**src/rtl/mmio_pkg.sv**
```systemverilog
`default_nettype none
// ============================================================================
// Module      : mmio_pkg
// Description : Shared FSM encoding, select-width helper and error read data
//               for the MMIO interconnect.
// Revision    : 1.0 - initial release
// ============================================================================
package mmio_pkg;

  typedef enum logic [1:0] {
    ST_IDLE   = 2'd0,
    ST_ACCESS = 2'd1,
    ST_RESP   = 2'd2
  } mmio_state_e;

  localparam int unsigned C_ERR_RDATA = 0;

  // A single-slave build still needs a one-bit index to stay legal.
  function automatic int unsigned sel_width(input int unsigned n_slaves);
    return (n_slaves > 1) ? $clog2(n_slaves) : 1;
  endfunction

endpackage
`default_nettype wire

```
**src/rtl/mmio_timeout.sv**
```systemverilog
`default_nettype none
// ============================================================================
// Module      : mmio_timeout
// Description : Access-phase watchdog (clear/enable/expired). Instantiated only
//               when MMIO_TIMEOUT_EN is defined.
// Revision    : 1.0 - initial release
// ============================================================================
module mmio_timeout #(
  parameter int unsigned LIMIT = 255
) (
  input  logic clk,
  input  logic rst,
  input  logic clear_i,
  input  logic en_i,
  output logic expired_o
);

  localparam int unsigned CNT_W = $clog2(LIMIT + 1);

  logic [CNT_W-1:0] cnt_q;
  logic [CNT_W-1:0] cnt_d;

  always_comb begin
    cnt_d = cnt_q;
    if (clear_i) begin
      cnt_d = '0;
    end else if (en_i) begin
      cnt_d = cnt_q + 1'b1;
    end
  end

  always_ff @(posedge clk) begin
    if (rst) begin
      cnt_q <= '0;
    end else begin
      cnt_q <= cnt_d;
    end
  end

  // Fires in the cycle whose increment brings the count up to LIMIT.
  assign expired_o = en_i && (cnt_q == CNT_W'(LIMIT - 1));

endmodule
`default_nettype wire

```
**src/rtl/mmio_interconnect.sv**
```systemverilog
`default_nettype none
// ============================================================================
// Module      : mmio_interconnect
// Description : Single-master, N-slave MMIO decoder with one outstanding
//               transaction. Define MMIO_TIMEOUT_EN to enable the ack watchdog.
// Revision    : 1.0 - initial release
// ============================================================================
module mmio_interconnect
  import mmio_pkg::*;
#(
  parameter int unsigned          N_SLAVES   = 8,
  parameter int unsigned          ADDR_W     = 32,
  parameter int unsigned          DATA_W     = 32,
  parameter logic [N_SLAVES-1:0]  SLAVE_MASK = '1,
  parameter int unsigned          TIMEOUT    = 255
) (
  input  logic                         clk,
  input  logic                         rst,
  input  logic                         m_valid,
  output logic                         m_ready,
  input  logic [ADDR_W-1:0]            m_addr,
  input  logic [DATA_W-1:0]            m_wdata,
  input  logic [DATA_W/8-1:0]          m_wstrb,
  input  logic                         m_we,
  output logic                         m_resp_valid,
  output logic [DATA_W-1:0]            m_rdata,
  output logic                         m_err,
  output logic [N_SLAVES-1:0]          s_sel,
  output logic [ADDR_W-1:0]            s_addr,
  output logic [DATA_W-1:0]            s_wdata,
  output logic [DATA_W/8-1:0]          s_wstrb,
  output logic                         s_we,
  input  logic [N_SLAVES-1:0]          s_ack,
  input  logic [N_SLAVES*DATA_W-1:0]   s_rdata
);

  localparam int unsigned SEL_W  = sel_width(N_SLAVES);
  localparam int unsigned STRB_W = DATA_W / 8;

  mmio_state_e         state_q, state_d;
  logic [ADDR_W-1:0]   addr_q, addr_d;
  logic [DATA_W-1:0]   wdata_q, wdata_d;
  logic [STRB_W-1:0]   wstrb_q, wstrb_d;
  logic                we_q, we_d;
  logic [SEL_W-1:0]    idx_q, idx_d;
  logic [DATA_W-1:0]   rdata_q, rdata_d;
  logic                err_q, err_d;

  logic [SEL_W-1:0]    w_idx;
  logic                w_accept;
  logic                w_ack;
  logic                w_expired;
  logic [DATA_W-1:0]   w_slave_rdata [N_SLAVES];

  for (genvar k = 0; k < N_SLAVES; k++) begin : g_rdata
    assign w_slave_rdata[k] = s_rdata[k*DATA_W +: DATA_W];
  end

  assign w_idx    = m_addr[ADDR_W-1 -: SEL_W];
  assign w_accept = m_valid && m_ready;
  // Only the addressed slave's ack is observed; strays are dropped here.
  assign w_ack    = s_ack[idx_q];

`ifdef MMIO_TIMEOUT_EN
  logic w_tmo_en;

  assign w_tmo_en = (state_q == ST_ACCESS) && !w_ack;

  mmio_timeout #(
    .LIMIT     (TIMEOUT)
  ) u_timeout (
    .clk       (clk),
    .rst       (rst),
    .clear_i   (w_accept),
    .en_i      (w_tmo_en),
    .expired_o (w_expired)
  );
`else
  assign w_expired = 1'b0;
`endif

  always_comb begin
    state_d = state_q;
    addr_d  = addr_q;
    wdata_d = wdata_q;
    wstrb_d = wstrb_q;
    we_d    = we_q;
    idx_d   = idx_q;
    rdata_d = rdata_q;
    err_d   = err_q;
    case (state_q)
      ST_IDLE: begin
        if (w_accept) begin
          addr_d  = m_addr;
          wdata_d = m_wdata;
          wstrb_d = m_wstrb;
          we_d    = m_we;
          idx_d   = w_idx;
          if (SLAVE_MASK[w_idx]) begin
            state_d = ST_ACCESS;
          end else begin
            rdata_d = DATA_W'(C_ERR_RDATA);
            err_d   = 1'b1;
            state_d = ST_RESP;
          end
        end
      end
      ST_ACCESS: begin
        // Ack takes priority over an expiry landing in the same cycle.
        if (w_ack) begin
          rdata_d = w_slave_rdata[idx_q];
          err_d   = 1'b0;
          state_d = ST_RESP;
        end else if (w_expired) begin
          rdata_d = DATA_W'(C_ERR_RDATA);
          err_d   = 1'b1;
          state_d = ST_RESP;
        end
      end
      ST_RESP: begin
        state_d = ST_IDLE;
      end
      default: begin
        state_d = ST_IDLE;
      end
    endcase
  end

  always_ff @(posedge clk) begin
    if (rst) begin
      state_q <= ST_IDLE;
      addr_q  <= '0;
      wdata_q <= '0;
      wstrb_q <= '0;
      we_q    <= 1'b0;
      idx_q   <= '0;
      rdata_q <= '0;
      err_q   <= 1'b0;
    end else begin
      state_q <= state_d;
      addr_q  <= addr_d;
      wdata_q <= wdata_d;
      wstrb_q <= wstrb_d;
      we_q    <= we_d;
      idx_q   <= idx_d;
      rdata_q <= rdata_d;
      err_q   <= err_d;
    end
  end

  assign m_ready      = (state_q == ST_IDLE) && !rst;
  assign m_resp_valid = (state_q == ST_RESP) && !rst;
  assign m_err        = m_resp_valid && err_q;
  assign m_rdata      = rdata_q;

  assign s_sel   = ((state_q == ST_ACCESS) && !rst) ? (N_SLAVES'(1) << idx_q) : '0;
  assign s_addr  = addr_q;
  assign s_wdata = wdata_q;
  assign s_we    = we_q;
  assign s_wstrb = we_q ? wstrb_q : '0;

endmodule
`default_nettype wire
```
**config.mk**
```make
export PLATFORM = sky130hd
export DESIGN_NAME = mmio_interconnect
export DESIGN_NICKNAME = d
export VERILOG_FILES = /design/src/rtl/mmio_pkg.sv /design/src/rtl/mmio_timeout.sv /design/src/rtl/mmio_interconnect.sv
export SDC_FILE = /design/constraint.sdc
export NUM_CORES = 1
export LEC_CHECK = 0
export ABC_CLOCK_PERIOD_IN_PS = 4600
export BUFFER_PORTS_ARGS = -buffer_cell sky130_fd_sc_hd__buf_2
export CORE_AREA = 2 2 174 176
export CTS_CLUSTER_DIAMETER = 40
export DETAILED_ROUTE_END_ITERATION = 7
export DIE_AREA = 0 0 176 178
export GPL_ROUTABILITY_DRIVEN = 0
export HOLD_SLACK_MARGIN = 0.06
export PLACE_DENSITY_LB_ADDON = 0.08
export SLEW_MARGIN = 30
export SYNTH_ARGS = -nofsm -noshare
export SYNTH_HDL_FRONTEND = slang
export SYNTH_HIERARCHICAL = 1
export SYNTH_SLANG_ARGS = --single-unit
export TNS_END_PERCENT = 5
```
**constraint.sdc**
```tcl
create_clock -name clk -period 4.6 [get_ports clk]
set_clock_uncertainty 0.15 [all_clocks]
set_input_delay 0.46 -clock clk [delete_from_list [all_inputs] [get_ports clk]]
set_output_delay 0.46 -clock clk [all_outputs]
set_load 0.03 [all_outputs]
```
==> summary.txt <==
Status
  – Status: completed

Die
  – Num rows: 63
  – Height of the die: between 150 and 200 µm
  – Initial Util: between 20 and 25%
  – CORE AREA: between 20000 and 30000 µm²
  – DIE AREA: about 31000 µm²
  – Die width: between 150 and 200 µm
  – IO Count: approximately 450

Clocking
  – CTS tree: built
  – Clk Latency, worst-skew pair: between 0.3 and 0.4 ns
  – Post-CTS Hold Buffers: 0
  – Bufs on Longest Clock Path: 2
  – Clock buffer count from CTS: 9
  – Post-cts resize count: 0
  – Clock transition at the registers of the reported paths: around 0.080 ns
  – CTS H-Tree Depth: 3
  – CTS Sinks: roughly 100
  – Clock Tree Root: clkbuf_16
  – Post-CTS Setup Inserts: 0

Cells and area
  – Fin cells: roughly 1400
  – Share of layout cells above drive strength 1: a little under three fifths
  – # fillers: ~3200
  – Area grow syn2layout: 46.99%
  – Post-layout nets: 1340
  – Final design utilization: around 30%

Logic synthesis
  – Count leader, synth: nand2_1
  – Post-synth EDFFs: 0
  – Simple-gate share of the synthesized area: approximately 17%
  – Largest family of logic cells by synthesized area: multiplexers
  – Mux cell area share after synthesis: between 30% and 40%
  – Mapped Cells: 594
  – Synth Net Count: 930
  – Most common library cells after synthesis: nand2_1, dfxtp_1, a21oi_1
  – Synth Flop Type: dfxtp_1
  – Avg Cell Area, Syn: between 9 and 10 µm²
  – Ys async rst share: 0%
  – Mapped Area: between 5000 and 6000 µm²
  – Adder-cell area share of the yosys netlist: 0%
  – Register bit count reported by yosys: 104
  – Sequential share of the synthesized area: 35.08%
  – Synth top area cells: dfxtp_1, mux4_2, nand2_1, mux2i_1, mux2_2
  – Synth Warn #: 6
  – Synth top area share: 35.08%
  – Cell taking the most area after synthesis: dfxtp_1
  – Post-synth cell types: 24
  – Synth Area in Compound Gates: 6.155%
  – Area share of xor/xnor cells in the synthesized design: 0%

Place
  – Dpl cells: approximately 1400
  – Buffers on Ports: 447
  – Final HPWL DP: about 20 mm

Setup path
  – Critical Path Start Type: register
  – Worst Path Arrival: ~2.6 ns
  – Crit path cell chain: buf_4 -> mux4_2 -> mux2i_1 -> nor2_1 -> mux2_2
  – Crit path largest cell delay: roughly 0.66 ns
  – Crit Path Max Fanout: between 40 and 50
  – Slowest cell on the critical path: dfxtp_4
  – WS Path Type: reg2reg
  – WP data required: approximately 4.7 ns
  – Crit end category: register

STA
  – Slew headroom: roughly 47%
  – Final period demand of the worst path: about 2.5 ns
  – Fin Setup TNS: 0 ns
  – Final setup viols: 0
  – Worst slew pin tran: between 0.7 and 0.8 ns
  – Max-slew violation count: 0
  – RSZ-0062 raised after global routing: false
  – Fin. Hold Viols: 0
  – Max Clk Rate: ~400 MHz
  – Final critical-path share of the clock period: 54.80%

Global route
  – Initial antenna violation count: 4
  – Grt ovf: 0
  – Tot GR Track Use: between 10% and 20%
  – Largest net degree at the start of global routing: 76
  – Vias in the first global route: 6037
  – Global-route wire length before repair: roughly 36 mm

Power
  – Power per cell area: around 270 nW/µm²
  – Final Power: ~2.4 mW
  – Peak supply drop: approximately 0.16 mV
  – LEAKAGE: roughly 4 nW

Route
  – Antenna-violating nets left: 0
  – Routed vias: slightly below 6000
  – Drt wl/cell: around 18 µm
  – Pre-Repair DR Iteration Count: 4
  – Vias per std cell: 4.255
  – Final WL: 24.90 mm
  – Starting DRT DRC Count: between 200 and 250
  – # DRC: 0

Min path
  – Worst min path class: in2reg

Flow run
  – Max-cap violation count: 0
## final timing paths
check	slack, ns	from	cells after the start	endpoint
min	0.18	m_wdata[20]	3	s_wdata[20]
max reg2reg	2.08	s_addr[30]	5	m_rdata[0]
min reg2reg	0.30	s_addr[0]	2	s_addr[0]
max	2.08	s_addr[30]	5	m_rdata[0]
## report_power, final
part / internal [mW] / switching, mW / total, mW / leakage, nW
logic: 0.293 / 0.321 / 0.614 / 2.98
clock network: 0.384 / 0.393 / 0.776 / 0.142
registers: 0.950 / 0.0393 / 0.989 / 0.849
total: 1.63 / 0.753 / 2.38 / 3.97
## per-layer routing
metal | routed length (µm) | global-route usage (%) | part of all wire, % | up-vias
li1 | - | - | - | 2920
met1 | 9912 | 18.06 | 40 | 2783
met2 | 12690 | 26.05 | 51 | 248
met3 | 1998 | 4.881 | 8.0 | 14
met4 | 295 | 3.753 | 1.2 | 0
met5 | 0 | 0 | 0 | -
## kinds of logic after synthesis
logic type,count (synthesis)
compound gates,71
buf+inv,53
flops,104
mux,132
simple gates,234
## placed cells by master, fill, tap and decap left out, types with 4 or more instances in the layout
cell and count:
mux2_2 32, mux2i_1 36, clkbuf_16 9, nand2_1 140, dfxtp_1 101, and2_1 5
buf_4 5, mux4_2 64, nor2_1 40, a21oi_1 69, buf_2 446, nor2b_1 33
nor3_1 4
## critical path: cells and delay by family, from the launching register on
kind / cells / cell delay (ns)
DFF: 1 / 0.66
and+or+nand+nor: 1 / 0.06
buffers and inverters: 1 / 0.58
muxes: 3 / 0.93
## final cells by class
cell class | count | area [µm²] | share of cell area (%)
Tap cell | 390 | 488.0 | 5.593
Sequential cell | 104 | 2091 | 23.96
Multi-Input combinational cell | 437 | 3562 | 40.83
Antenna cell | 3 | 7.507 | 0.08605
Clock buffer | 10 | 229.0 | 2.624
Timing Repair Buffer | 452 | 2290 | 26.24
Clock inverter | 6 | 57.56 | 0.6597
## flip-flops by register name, summed over array words and instances (netlist names)
| name | cells |
|---|---|
| s_addr | 32 |
| err_q | 1 |
| s_wdata | 32 |
| state_q | 2 |
| s_we | 1 |
| wstrb_q | 4 |
| m_rdata | 32 |
## through the flow
step / instance area (µm²) / worst slack [ns] / hold WS (ns)
global route: 8722 / 1.786 / 0.1658
CTS: 8717 / 1.975 / 0.1634
detailed placement: 8431 / 1.608 / 0.2941
global placement: 8431 / 1.662 / 0.2902
floorplan: 5936 / 2.006 / 0.2817
finish: 8725 / 2.079 / 0.1824
Power figures use the tool's default switching activity.
